===== config.mk =====
export PLATFORM = sky130hd
export DESIGN_NAME = isa_io_decode
export DESIGN_NICKNAME = d
export VERILOG_FILES = /design/src/rtl/isa_pkg.sv /design/src/rtl/isa_sync.sv /design/src/rtl/isa_io_decode.sv
export SDC_FILE = /design/constraint.sdc
export NUM_CORES = 1
export LEC_CHECK = 0
export ABC_CLOCK_PERIOD_IN_PS = 2700
export BUFFER_PORTS_ARGS = -buffer_cell sky130_fd_sc_hd__buf_2
export CAP_MARGIN = 20
export CORE_UTILIZATION = 30
export DETAILED_ROUTE_END_ITERATION = 16
export SLEW_MARGIN = 20
export SYNTH_ARGS = -nofsm -noshare
export SYNTH_HDL_FRONTEND = slang
export SYNTH_SLANG_ARGS = --single-unit

===== constraint.sdc =====
create_clock -name clk -period 2.7 [get_ports clk]
set_input_delay 0.405 -clock clk [delete_from_list [all_inputs] [get_ports clk]]
set_output_delay 0.405 -clock clk [all_outputs]
set_load 0.02 [all_outputs]

===== src/rtl/isa_pkg.sv =====
`default_nettype none
// ============================================================================
// isa_pkg : shared window constants, FSM states and select-bit indices
// Revision: 1.0
// ============================================================================
package isa_pkg;

    localparam logic [15:0] JOY_BASE_DEF = 16'h0201;
    localparam logic [15:0] SB_BASE_DEF  = 16'h0220;
    localparam logic [15:0] MPU_BASE_DEF = 16'h0330;
    localparam logic [15:0] FM_BASE_DEF  = 16'h0388;

    localparam logic [15:0] JOY_SIZE = 16'd1;
    localparam logic [15:0] SB_SIZE  = 16'd16;
    localparam logic [15:0] MPU_SIZE = 16'd2;
    localparam logic [15:0] FM_SIZE  = 16'd4;

    localparam int SEL_JOY = 0;
    localparam int SEL_SB  = 1;
    localparam int SEL_FM  = 2;
    localparam int SEL_MPU = 3;

    typedef enum logic [2:0] {
        ST_IDLE    = 3'd0,
        ST_ADDR    = 3'd1,
        ST_READ    = 3'd2,
        ST_WRITE   = 3'd3,
        ST_RECOVER = 3'd4
    } state_t;

    // Unsigned offset compare: addresses below base wrap to large offsets.
    function automatic logic in_window(input logic [15:0] a,
                                       input logic [15:0] base,
                                       input logic [15:0] size);
        logic [15:0] off;
        off = a - base;
        return off < size;
    endfunction

endpackage
`default_nettype wire


===== src/rtl/isa_sync.sv =====
`default_nettype none
// ============================================================================
// isa_sync : N-stage single-bit synchroniser with configurable reset value
// Revision: 1.0
// ============================================================================
module isa_sync #(
    parameter int   STAGES    = 2,
    parameter logic RESET_VAL = 1'b0
) (
    input  logic clk,
    input  logic rst_n,
    input  logic d,
    output logic q
);

    logic [STAGES-1:0] r_ff;

    always_ff @(posedge clk or negedge rst_n) begin
        if (!rst_n) begin
            r_ff <= {STAGES{RESET_VAL}};
        end else begin
            r_ff <= {r_ff[STAGES-2:0], d};
        end
    end

    assign q = r_ff[STAGES-1];

endmodule
`default_nettype wire


===== src/rtl/isa_io_decode.sv =====
`default_nettype none
// ============================================================================
// isa_io_decode : ISA I/O front-end - strobe sync/filter, window decode,
//                 single-cycle read/write strobes with byte-lane steering
// Revision: 1.0
// ============================================================================
module isa_io_decode
    import isa_pkg::*;
#(
    parameter logic [15:0] JOY_BASE    = JOY_BASE_DEF,
    parameter logic [15:0] SB_BASE     = SB_BASE_DEF,
    parameter logic [15:0] MPU_BASE    = MPU_BASE_DEF,
    parameter logic [15:0] FM_BASE     = FM_BASE_DEF,
    parameter int          SYNC_STAGES = 2,
    parameter int          MIN_LOW     = 2
) (
    input  logic        clk,
    input  logic        rst_n,
    input  logic        isa_bale,
    input  logic        isa_aen,
    input  logic        isa_ior_n,
    input  logic        isa_iow_n,
    input  logic        isa_sbhe_n,
    input  logic [15:0] isa_sa,
    input  logic [15:0] isa_sd,
    output logic [15:0] addr,
    output logic [3:0]  sel,
    output logic        rd_stb,
    output logic        rd_active,
    output logic        sd_oe,
    output logic        wr_stb,
    output logic [7:0]  wr_data
);

    localparam int             CNT_W   = $clog2(MIN_LOW + 1);
    localparam logic [CNT_W-1:0] CNT_MAX = CNT_W'(MIN_LOW);
    localparam logic [CNT_W-1:0] CNT_HIT = CNT_W'(MIN_LOW - 1);

    logic w_bale, w_aen, w_ior_n, w_iow_n, w_sbhe_n;

    isa_sync #(.STAGES(SYNC_STAGES), .RESET_VAL(1'b0)) u_sync_bale
        (.clk(clk), .rst_n(rst_n), .d(isa_bale),   .q(w_bale));
    isa_sync #(.STAGES(SYNC_STAGES), .RESET_VAL(1'b0)) u_sync_aen
        (.clk(clk), .rst_n(rst_n), .d(isa_aen),    .q(w_aen));
    isa_sync #(.STAGES(SYNC_STAGES), .RESET_VAL(1'b1)) u_sync_ior
        (.clk(clk), .rst_n(rst_n), .d(isa_ior_n),  .q(w_ior_n));
    isa_sync #(.STAGES(SYNC_STAGES), .RESET_VAL(1'b1)) u_sync_iow
        (.clk(clk), .rst_n(rst_n), .d(isa_iow_n),  .q(w_iow_n));
    isa_sync #(.STAGES(SYNC_STAGES), .RESET_VAL(1'b1)) u_sync_sbhe
        (.clk(clk), .rst_n(rst_n), .d(isa_sbhe_n), .q(w_sbhe_n));

    logic [15:0]      r_sa, r_sd, r_wr_sample;
    logic             r_bale_d, r_sbhe_sample_n;
    logic [CNT_W-1:0] r_ior_cnt, r_iow_cnt;
    state_t           r_state, w_state_nx;

    // Address/data buses are held stable by the ISA protocol around the
    // qualifying strobes, so a single capture stage is sufficient.
    always_ff @(posedge clk or negedge rst_n) begin
        if (!rst_n) begin
            r_sa            <= '0;
            r_sd            <= '0;
            r_bale_d        <= 1'b0;
            r_ior_cnt       <= '0;
            r_iow_cnt       <= '0;
            r_wr_sample     <= '0;
            r_sbhe_sample_n <= 1'b1;
        end else begin
            r_sa     <= isa_sa;
            r_sd     <= isa_sd;
            r_bale_d <= w_bale;
            if (w_ior_n)                r_ior_cnt <= '0;
            else if (r_ior_cnt != CNT_MAX) r_ior_cnt <= r_ior_cnt + 1'b1;
            if (w_iow_n)                r_iow_cnt <= '0;
            else if (r_iow_cnt != CNT_MAX) r_iow_cnt <= r_iow_cnt + 1'b1;
            if (!w_iow_n) begin
                r_wr_sample     <= r_sd;
                r_sbhe_sample_n <= w_sbhe_n;
            end
        end
    end

    // Hit fires on the clock where the counter reaches MIN_LOW.
    logic w_bale_fall, w_ior_hit, w_iow_hit;
    assign w_bale_fall = r_bale_d & ~w_bale;
    assign w_ior_hit   = ~w_ior_n & (r_ior_cnt >= CNT_HIT);
    assign w_iow_hit   = ~w_iow_n & (r_iow_cnt >= CNT_HIT);

    logic [3:0] w_win_sel;
    always_comb begin
        w_win_sel = '0;
        if (!w_aen) begin
            if (in_window(r_sa, JOY_BASE, JOY_SIZE))     w_win_sel[SEL_JOY] = 1'b1;
            else if (in_window(r_sa, SB_BASE, SB_SIZE))  w_win_sel[SEL_SB]  = 1'b1;
            else if (in_window(r_sa, FM_BASE, FM_SIZE))  w_win_sel[SEL_FM]  = 1'b1;
            else if (in_window(r_sa, MPU_BASE, MPU_SIZE)) w_win_sel[SEL_MPU] = 1'b1;
        end
    end

    logic [15:0] w_addr_nx;
    logic [3:0]  w_sel_nx;
    logic        w_rd_stb_nx, w_rd_active_nx, w_wr_stb_nx;
    logic [7:0]  w_wr_data_nx;

    always_comb begin
        w_state_nx     = r_state;
        w_addr_nx      = addr;
        w_sel_nx       = sel;
        w_rd_stb_nx    = 1'b0;
        w_rd_active_nx = 1'b0;
        w_wr_stb_nx    = 1'b0;
        w_wr_data_nx   = wr_data;
        case (r_state)
            ST_IDLE, ST_ADDR: begin
                if (w_bale_fall) begin
                    w_addr_nx  = r_sa;
                    w_sel_nx   = w_win_sel;
                    w_state_nx = ST_ADDR;
                end else if (r_state == ST_ADDR && sel != 4'd0 && (w_ior_hit ^ w_iow_hit)) begin
                    if (w_ior_hit) begin
                        w_state_nx     = ST_READ;
                        w_rd_stb_nx    = 1'b1;
                        w_rd_active_nx = 1'b1;
                    end else begin
                        w_state_nx = ST_WRITE;
                    end
                end
            end
            ST_READ: begin
                if (w_ior_n) w_state_nx     = ST_RECOVER;
                else         w_rd_active_nx = 1'b1;
            end
            ST_WRITE: begin
                if (w_iow_n) begin
                    w_wr_stb_nx  = 1'b1;
                    w_wr_data_nx = (!r_sbhe_sample_n && addr[0]) ? r_wr_sample[15:8]
                                                                 : r_wr_sample[7:0];
                    w_state_nx   = ST_RECOVER;
                end
            end
            ST_RECOVER: w_state_nx = ST_IDLE;
            default:    w_state_nx = ST_IDLE;
        endcase
    end

    always_ff @(posedge clk or negedge rst_n) begin
        if (!rst_n) begin
            r_state   <= ST_IDLE;
            addr      <= '0;
            sel       <= '0;
            rd_stb    <= 1'b0;
            rd_active <= 1'b0;
            sd_oe     <= 1'b0;
            wr_stb    <= 1'b0;
            wr_data   <= '0;
        end else begin
            r_state   <= w_state_nx;
            addr      <= w_addr_nx;
            sel       <= w_sel_nx;
            rd_stb    <= w_rd_stb_nx;
            rd_active <= w_rd_active_nx;
            sd_oe     <= w_rd_active_nx;
            wr_stb    <= w_wr_stb_nx;
            wr_data   <= w_wr_data_nx;
        end
    end

endmodule
`default_nettype wire


==> results.yml, run 1 <==
outcome:
  status: "finished clean"
sta:
  hold_viol_final: 0
  rsz0062_at_grt: "false"
  worstMarginPinSlew_ps: 569.2
  fin_crit_sh_pct: 89.00
  fin_worst_skew_ps: 8.746
  drv_slew: 0
  slew_headroom_pct: 61.70
  fmax_mhz: 416.1
  tns_ps: 0
  finalCriticalPeriod_ps: 2403
  setup_violations: 0
layout:
  drive_above_1_share_pct: 33.01
  fin_cells: 594
  syn_to_final_growth_pct: 21.89
  nNetsFinal: 461
  diodes: 0
clocking:
  cts_inserted_buffers: 9
  cts.repair.resized: 0
  cts.clk_slew.worst_paths_ps: 70
  cts_sinks: 98
  clock_latency_ps: 340
  cts_setup_buffers: 0
  cts_tree: "built"
  root_buffer: "clkbuf_16"
  ctsHoldBuffers: 0
  clockBufferDepth: 2
  ctsHtreeMaxLevel: 3
detailed_routing:
  antenna_left: 0
  wire_per_inst_um: 15.45
  drt-pass1-iter-count: 4
  routed_wl_um: 9177
  route.detailed.drc: 0
  first_iter_violations: 119
  vias: 2786
  routed_via_density: 4.690
critical_path:
  crit_slowest_cell: "or4_4"
  start_kind: "flip-flop"
  r2r_start: "r_sa[4]"
  crit_type: "reg2reg"
  cp-end-kind: "flip-flop"
  path_max_fanout: 6
  crit_chain: "or4_4 -> or4b_4 -> a2111oi_4 -> o2111ai_1 -> a32o_1"
  crit_required_ps: 2930
  r2r_cells: 5
  worst_r2r_endpoint: "sel[1]"
  r2r_setup_slack_ps: 300
  cp.arrival_ps: 2630
  crit_path_max_incr_delay_ps: 600
  path_buf_inv: 0
  crit_family: "simple AND/OR/NAND/NOR gates"
global_route:
  grt_overflow: 0
  grt_max_degree: 63
  first_global_vias: 2892
  grt_pass1_wl_um: 15350
  track_usage_pct: 14.15
  grt_antenna_before_repair: 0
placement:
  placed_cells: 578
  dp_hpwl_um: 6581
  port-buffer-count: 70
  place_congestion: 0.8751
logic_synthesis:
  synth_cells: 338
  ys_ff_latch: 98
  synth_edf_count: 0
  synth_warnings: 0
  synthTopCellsByArea: "dfrtp_1, mux2_2, dfstp_2, mux2i_1, ha_1"
  async_flop_share_pct: 100.0
  synth.largest_area_cell: "dfrtp_1"
  syn_area_per_cell_um2: 12.14
  syn-num-nets: 386
  synth.top_cell.area_share_pct: 55.49
  yosysUniqueCellTypes: 51
  syn_area_um2: 4104
  synth-main-ff-cell: "dfrtp_1"
  seq_area_frac_synth_pct: 59.97
floorplanning:
  coreArea_um2: 13300
  initial_core_util_pct: 30.87
  die_h_um: 119.0
  rows: 42
  die_x_um: 119.0
  dieArea_um2: 14150
  io_pins: 71
pwr:
  p_switching_uw: 939.9
  p_sw_share_pct: 27.69
  worst_ir_drop_vdd_mv: 0.4016
  pwr-share-comb_pct: 13.8
  clock_power_share_pct: 36.7
  p_leak_nw: 2.306
  p_per_area_nw_per_um2: 678.4
  p_seq_share_pct: 49.5
  intPower_mw: 2.454
worst_hold_path:
  hold_class: "in2async"
run:
  drv_cap: 0
[cells in the mapped netlist (all sizes together) (2+ instances only)]
master,instances
a32o,2
mux2,29
o31a,2
or3,3
nor2,17
clkbuf,13
nand2b,7
a2111oi,2
buf,6
mux2i,12
dfstp,7
nor3,7
a211oi,2
a21boi,2
o31ai,4
o32a,2
a21o,2
dfrtp,91
nand4,3
inv,13
and3,2
nand3,2
xor2,4
o21ai,21
or4,3
o41ai,2
a32oi,2
ha,9
nor2b,5
nand2,27
nor4,5
nand3b,2
a21oi,10
o22ai,4
xnor2,2
[kinds of logic (layout without fill, tap and decap cells)]
| logic type | after synthesis | after routing | synth area share (%) |
|---|---|---|---|
| and+or+nand+nor | 88 | 88 | 11.10 |
| buffers and inverters | 32 | 112 | 3.079 |
| xor gates and xnor gates | 6 | 6 | 1.280 |
| adders and majority gates | 9 | 9 | 2.744 |
| AOI/OAI and AO/OA | 64 | 64 | 10.95 |
| muxes | 41 | 41 | 10.88 |
| DFF | 98 | 98 | 59.97 |
[sequential cells by signal (all words and copies together) (netlist names), 2 cells and up]
signal,count
u_sync_ior.r_ff,2
r_sa,16
r_wr_sample,16
r_sd,16
u_sync_iow.r_ff,2
addr,16
wr_data,8
r_iow_cnt,2
sel,4
u_sync_bale.r_ff,2
r_ior_cnt,2
r_state,3
u_sync_aen.r_ff,2
u_sync_sbhe.r_ff,2
[cell usage in the layout (no fill, tap or decap), drive strengths merged, types with 9 or more instances in the layout]
cell type,count
nand2,27
buf,83
clkbuf,9
mux2,29
inv,18
dfrtp,91
mux2i,12
nor2,17
o21ai,21
a21oi,10
ha,9
[worst reg2reg max path, delay by kind of cell (launching register included)]
family	cells	cell delay, ps
flip-flops	1	440
AO/OA/AOI/OAI	3	710
AND/OR/NAND/NOR	2	1140
[stage by stage]
step                      hold WS (ps)  setup slack [ps]  cell area [um2]  total power, mW  utilization (%)
after floorplan                  109.4             343.9             4104            1.996                -
after global placement           338.6             345.8             4710            2.164            35.42
after detailed placement         345.7             280.7             4710            2.184            35.42
after CTS                        25.44             269.7             5002            3.455            37.62
after global routing             43.58             31.74             5002            3.586            37.62
final                            17.52             296.9             5002            3.394            37.62
[power groups by stage]
stage | clock, mW | combinational [mW] | sequential [mW]
global route | 1.36 | 0.532 | 1.70
detailed placement | 0 | 0.475 | 1.71
floorplan | 0 | 0.277 | 1.72
global placement | 0 | 0.463 | 1.70
finish | 1.25 | 0.468 | 1.68
CTS | 1.30 | 0.478 | 1.68
[how the worst max path moves through the flow]
stage | start | end | slack [ps] | depth (start not counted)
after floorplan | r_sa[6] | sel[1] | 340 | 9
after global placement | r_sa[4] | sel[1] | 350 | 5
after detailed placement | r_sa[4] | sel[1] | 280 | 5
after CTS | r_sa[4] | sel[1] | 270 | 5
after global routing | r_sa[6] | sel[1] | 30 | 8
final | r_sa[4] | sel[1] | 300 | 5
[layer usage]
metal | routed length [um] | track usage, % | vias up
li1 | - | - | 1352
met1 | 4216 | 18.28 | 1354
met2 | 4342 | 22.44 | 70
met3 | 525 | 4.454 | 10
met4 | 93 | 4.668 | 0
met5 | 0 | 0 | -
[cell type report]
class / instances / area [um2]
inverters: 13 / 48.80
clock inverters: 7 / 67.56
fillers: 1307 / 8293
flip-flops and latches: 98 / 2461
multi-input cells: 208 / 1516
well taps: 176 / 220.2
clock buffers: 9 / 225.2
repair buffers: 83 / 462.9
Power figures use the tool's default switching activity.
==> run 2, diff against run 1 <==
--- a/config.mk
+++ b/config.mk
@@ -5,6 +5,7 @@
 export SDC_FILE = /design/constraint.sdc
 export NUM_CORES = 1
 export LEC_CHECK = 0
+export ABC_AREA = 1
 export ABC_CLOCK_PERIOD_IN_PS = 2700
 export BUFFER_PORTS_ARGS = -buffer_cell sky130_fd_sc_hd__buf_2
 export CAP_MARGIN = 20
==> run 2 against run 1 <==
Clock skew down 3.1 ps; worst hold slack better by 36 ps; power rose by 27%; combinational power rose by 140%; critical path type unchanged; largest power group unchanged.
==> results.yml, run 2 <==
outcome:
  status: "finished clean"
critical_path:
  crit_slowest_cell: "dfrtp_1"
  start_kind: "flip-flop"
  worst_r2r_endpoint: "sel[2]"
  path_max_fanout: 7
  r2r_setup_slack_ps: 670
  r2r_cells: 14
  crit_required_ps: 2990
  cp-end-kind: "flip-flop"
  startpoint: "r_sa[5]"
  path_common_cell: "nand2_1"
  cp.arrival_ps: 2320
  endpoint: "sel[2]"
  crit_path_max_incr_delay_ps: 450
  crit_chain: "inv_1 -> ha_1 -> inv_1 -> o21ai_0 -> nand2_1 -> nand2_1 -> nand2_1 -> nand2_1 -> nand2_1 -> nor2_1 -> nand2_1 -> nor2_1 -> nand2_1 -> nand2_1"
  r2r_start: "r_sa[5]"
  crit_type: "reg2reg"
logic_synthesis:
  synth.top_cell.area_share_pct: 52.60
  ys_ff_latch: 98
  syn-num-nets: 549
  synth_cells: 501
  synthTopCellsByArea: "dfrtp_1, nand2_1, dfstp_2, o21ai_0, nor2_1"
  syn_area_per_cell_um2: 8.641
  async_flop_share_pct: 100.0
  synth_warnings: 0
  synth-main-ff-cell: "dfrtp_1"
  syn_area_um2: 4329
  yosysUniqueCellTypes: 30
  synth_edf_count: 0
  seq_area_frac_synth_pct: 56.85
  ys_top_cells_by_count: "nand2_1, dfrtp_1, nor2_1"
  synth.most_common_cell: "nand2_1"
  synth.largest_area_cell: "dfrtp_1"
detailed_routing:
  routed_via_density: 4.696
  routed_wl_um: 10890
  first_iter_violations: 233
  route.detailed.drc: 0
  antenna_left: 0
  wire_per_inst_um: 14.35
  vias: 3564
  drt-pass1-iter-count: 5
layout:
  syn_to_final_growth_pct: 19.36
  layout_common_cells: "nand2_1, dfrtp_1, buf_2"
  drive_above_1_share_pct: 19.17
  fillers: 1464
  nNetsFinal: 622
  diodes: 0
  layout.cells.most_common: "nand2_1"
floorplanning:
  initial_core_util_pct: 30.95
  die_h_um: 122.1
  dieArea_um2: 14910
  coreArea_um2: 13990
  io_pins: 71
  die_x_um: 122.1
  rows: 43
clocking:
  cts_inserted_buffers: 9
  clockBufferDepth: 2
  cts_tree: "built"
  clock_latency_ps: 350
  cts.clk_slew.worst_paths_ps: 70
  ctsHtreeMaxLevel: 3
  cts_setup_buffers: 0
  cts_sinks: 98
  ctsHoldBuffers: 0
  root_buffer: "clkbuf_16"
  cts.repair.resized: 0
sta:
  drv_slew: 0
  holdWs_ps: 53.27
  slew_headroom_pct: 56.49
  hold_viol_final: 0
  setup_violations: 0
  fmax_mhz: 492.9
  fin_worst_skew_ps: 5.608
  tns_ps: 0
  worstMarginPinSlew_ps: 652.0
  rsz0062_at_grt: "false"
  fin_crit_sh_pct: 75.14
  finalCriticalPeriod_ps: 2029
global_route:
  track_usage_pct: 15.95
  grt_max_degree: 46
  first_global_vias: 3483
  grt_overflow: 0
  grt_pass1_wl_um: 17880
  grt_antenna_before_repair: 0
run:
  drv_cap: 0
worst_hold_path:
  hold_class: "in2async"
placement:
  dp_hpwl_um: 8051
  port-buffer-count: 70
  place_congestion: 0.9320
pwr:
  p_per_area_nw_per_um2: 832.4
  worst_ir_drop_vdd_mv: 0.3908
  p_leak_nw: 2.606
  power_mw: 4.301
[run 2: cell type report]
class	count	area [um2]	share of cell area, %
timing repair buffer	75	390.4	7.554
clock inverter	7	58.81	1.138
multi-input combinational	346	1639	31.72
sequential	98	2461	47.63
inverter	44	167.7	3.245
tap	180	225.2	4.358
clock buffer	9	225.2	4.358
[run 2: worst min-delay path by stage]
stage | endpoint | cells after the start | startpoint | slack [ps]
2_1_floorplan | addr[0] | 0 | rst_n | 110
3_3_place_gp | u_sync_iow.r_ff[1] | 0 | u_sync_iow.r_ff[0] | 350
3_5_place_dp | u_sync_bale.r_ff[1] | 0 | u_sync_bale.r_ff[0] | 340
4_1_cts | r_sa[1] | 1 | rst_n | 70
5_1_grt | r_sa[0] | 1 | rst_n | 100
6_report | r_sa[3] | 1 | rst_n | 50
[run 2: power breakdown]
group | internal [mW] | switching [mW] | total, mW | leakage (nW)
combinational | 0.393 | 0.715 | 1.11 | 1.29
sequential | 1.75 | 0.201 | 1.96 | 1.17
clock | 0.643 | 0.594 | 1.24 | 0.144
total | 2.79 | 1.51 | 4.30 | 2.61
[run 2: critical path, delay by kind of cell (launching register included)]
family | cells | cell delay (ps)
simple gates | 10 | 730
compound gates | 1 | 220
flops | 1 | 450
buf+inv | 2 | 310
fa+ha+maj | 1 | 260
[run 2: stage by stage]
stage | worst slack (ps) | cells | area, um2 | utilization (%)
global placement | 738.5 | 743 | 4883 | 34.91
global route | 471.9 | 759 | 5167 | 36.94
finish | 671.2 | 759 | 5167 | 36.94
detailed placement | 736.0 | 743 | 4883 | 34.91
CTS | 714.0 | 759 | 5167 | 36.94
floorplan | 1010 | 501 | 4329 | -
[run 2: cells by family (layout without fill, tap and decap cells)]
kind of cell,after synthesis,after routing,synth area share (%)
flops,98,98,56.85
compound gates,69,69,9.047
simple gates,259,259,24.39
xor+xnor,9,9,1.821
fa+ha+maj,9,9,2.601
buf+inv,57,135,5.289
[run 2: routing by layer]
layer / share of wire (%) / GRT usage [%] / wire [um] / vias to the layer above
met2: 44 / 23.55 / 4827 / 107
met3: 4.9 / 2.762 / 531 / 17
met5: 0 / 0 / 0 / -
met1: 48 / 22.30 / 5264 / 1708
met4: 2.5 / 8.232 / 267 / 0
li1: - / - / - / 1732
==> run 3, diff against run 2 <==
--- a/config.mk
+++ b/config.mk
@@ -6,7 +6,7 @@
 export NUM_CORES = 1
 export LEC_CHECK = 0
 export ABC_AREA = 1
-export ABC_CLOCK_PERIOD_IN_PS = 2700
+export ABC_CLOCK_PERIOD_IN_PS = 1900
 export BUFFER_PORTS_ARGS = -buffer_cell sky130_fd_sc_hd__buf_2
 export CAP_MARGIN = 20
 export CORE_UTILIZATION = 30
==> constraint.sdc (replaced) <==
create_clock -name clk -period 1.9 [get_ports clk]
set_input_delay 0.285 -clock clk [delete_from_list [all_inputs] [get_ports clk]]
set_output_delay 0.285 -clock clk [all_outputs]
set_load 0.02 [all_outputs]
==> run 3 against run 2 <==
Via count decreased by 1.7%; final cell count rose by 2.2%; first-iteration DRC count down 38%; worst hold slack worse by 26 ps; die area unchanged; power grew 50%; critical path depth fell by 2; sequential power rose by 40%; wire length is essentially flat; maximum frequency rose by 17%; clock power rose by 65%; critical path type unchanged; largest power group unchanged; highest routed layer unchanged.
==> results.yml, run 3 (same netlist as run 2, synthesis figures left out) <==
floorplanning:
  io_pins: 71
  die_h_um: 122.1
  coreArea_um2: 13990
  rows: 43
  die_x_um: 122.1
  initial_core_util_pct: 30.95
  dieArea_um2: 14910
detailed_routing:
  routed_wl_um: 10880
  routed_via_density: 4.517
  vias: 3505
  drt-pass1-iter-count: 4
  route.detailed.drc: 0
  wire_per_inst_um: 14.02
  antenna_left: 0
  first_iter_violations: 145
placement:
  dpl_cell_area_um2: 5021
  port-buffer-count: 70
  place_congestion: 0.8478
  dp_hpwl_um: 8215
clocking:
  ctsHtreeMaxLevel: 3
  cts.clk_slew.worst_paths_ps: 70
  cts_sinks: 98
  clockBufferDepth: 2
  cts_inserted_buffers: 9
  root_buffer: "clkbuf_16"
  clock_latency_ps: 350
  cts_tree: "built"
global_route:
  grt_antenna_before_repair: 0
  grt_pass1_wl_um: 17700
  first_global_vias: 3495
  grt_overflow: 0
  track_usage_pct: 15.89
  grt_max_degree: 37
layout:
  fillers: 1439
  nNetsFinal: 639
  layout.cells.most_common: "nand2_1"
  drive_above_1_share_pct: 25.34
  diodes: 0
  syn_to_final_growth_pct: 26.10
  fin_area_um2: 5459
  layout_common_cells: "nand2_1, dfrtp_1, buf_2"
sta:
  fmax_mhz: 577.5
  fin_crit_sh_pct: 91.13
  setup_violations: 0
  fin_worst_skew_ps: 4.503
  drv_slew: 0
  worstMarginPinSlew_ps: 498.3
  slew_headroom_pct: 66.78
  finalCriticalPeriod_ps: 1731
  holdWs_ps: 26.79
  hold_viol_final: 0
critical_path:
  path_max_fanout: 7
  path_common_cell: "nand2_1"
  crit_path_max_incr_delay_ps: 480
  cp.arrival_ps: 1980
  crit_required_ps: 2150
  crit_type: "reg2reg"
  crit_chain: "inv_1 -> nand2_1 -> nor2_1 -> o21ai_2 -> nand2_1 -> nand2_1 -> nand2_1 -> nand3_1 -> nor2_1 -> nand2_1 -> nand2_1 -> nand2_1"
  cp-end-kind: "flip-flop"
  crit_family: "simple AND/OR/NAND/NOR gates"
  crit_slowest_cell: "dfrtp_1"
  path_buf_inv: 1
  start_kind: "flip-flop"
pwr:
  p_leak_nw: 2.711
  p_per_area_nw_per_um2: 1183
  worst_ir_drop_vdd_mv: 0.6523
run:
  drv_cap: 0
outcome:
  status: "finished clean"
worst_hold_path:
  hold_class: "in2reg"
==> run 3: changes by cell type in the layout (fill, tap and decap cells not counted), moves of 3 or more <==
cell | previous run | this run
nor2_2 | 6 | 9
dfrtp_1 | 91 | 87
inv_1 | 39 | 33
ha_1 | 9 | 6
nor2_1 | 45 | 41
nand2_1 | 167 | 164
buf_4 | 6 | 19
dfrtp_2 | 0 | 4
nand2_2 | 1 | 4
inv_2 | 3 | 8
==> run 3: final timing paths <==
check,start,slack [ps],cells past startpoint,endpoint
max in group asynchronous,rst_n,860,3,addr[10]
setup reg to reg,r_sa[11],170,12,sel[1]
hold reg to reg,u_sync_aen.r_ff[0],360,0,u_sync_aen.r_ff[1]
hold / removal,isa_sbhe_n,30,1,u_sync_sbhe.r_ff[0]
min in group asynchronous,rst_n,440,2,r_sa[0]
setup / recovery,r_sa[11],170,12,sel[1]
==> run 3: final cells by class <==
type	instances	area (um2)	area share (%)
timing repair buffer	92	549.3	10.06
tap	180	225.2	4.126
inverter	44	170.2	3.117
clock inverter	7	108.9	1.994
clock buffer	9	225.2	4.126
multi-input combinational	346	1714	31.40
sequential	98	2466	45.18
==> run 3: power breakdown <==
part / internal, mW / switching [mW] / total [mW]
Clock: 1.18 / 0.857 / 2.04
Combinational: 0.619 / 1.05 / 1.67
Sequential: 2.49 / 0.253 / 2.75
Total: 4.30 / 2.16 / 6.46
==> run 3: worst register-to-register path: cells and delay by family (launching register included) <==
kind	cells	cell delay, ps
simple gates	10	890
buf+inv	1	160
flops	1	480
compound gates	1	110
==> run 3: per-layer routing <==
layer	GRT usage (%)	up-vias	part of all wire (%)
met5	0	-	0
met3	2.809	12	3.6
li1	-	1771	-
met1	22.01	1643	49
met4	7.927	0	1.6
met2	23.80	79	46
==> run 3: timing repair <==
action                                 4_1_cts  5_1_grt
setup buffers                                0        1
hold buffers                                 1        0
endpoints found under the hold margin       30        0
setup endpoints to repair                    0        4
gates resized for setup                      0       31
==> run 3: stage by stage <==
stage | setup WS (ps) | setup TNS (ps) | utilization [%] | instances | total power [mW]
global route | -0.9182 | -0.9182 | 39.03 | 776 | 6.861
floorplan | 210.3 | 0 | - | 501 | 3.797
detailed placement | 69.45 | 0 | 35.89 | 758 | 4.449
global placement | 74.40 | 0 | 35.89 | 758 | 4.402
finish | 168.5 | 0 | 39.03 | 776 | 6.457
CTS | 44.82 | 0 | 38.35 | 775 | 6.520
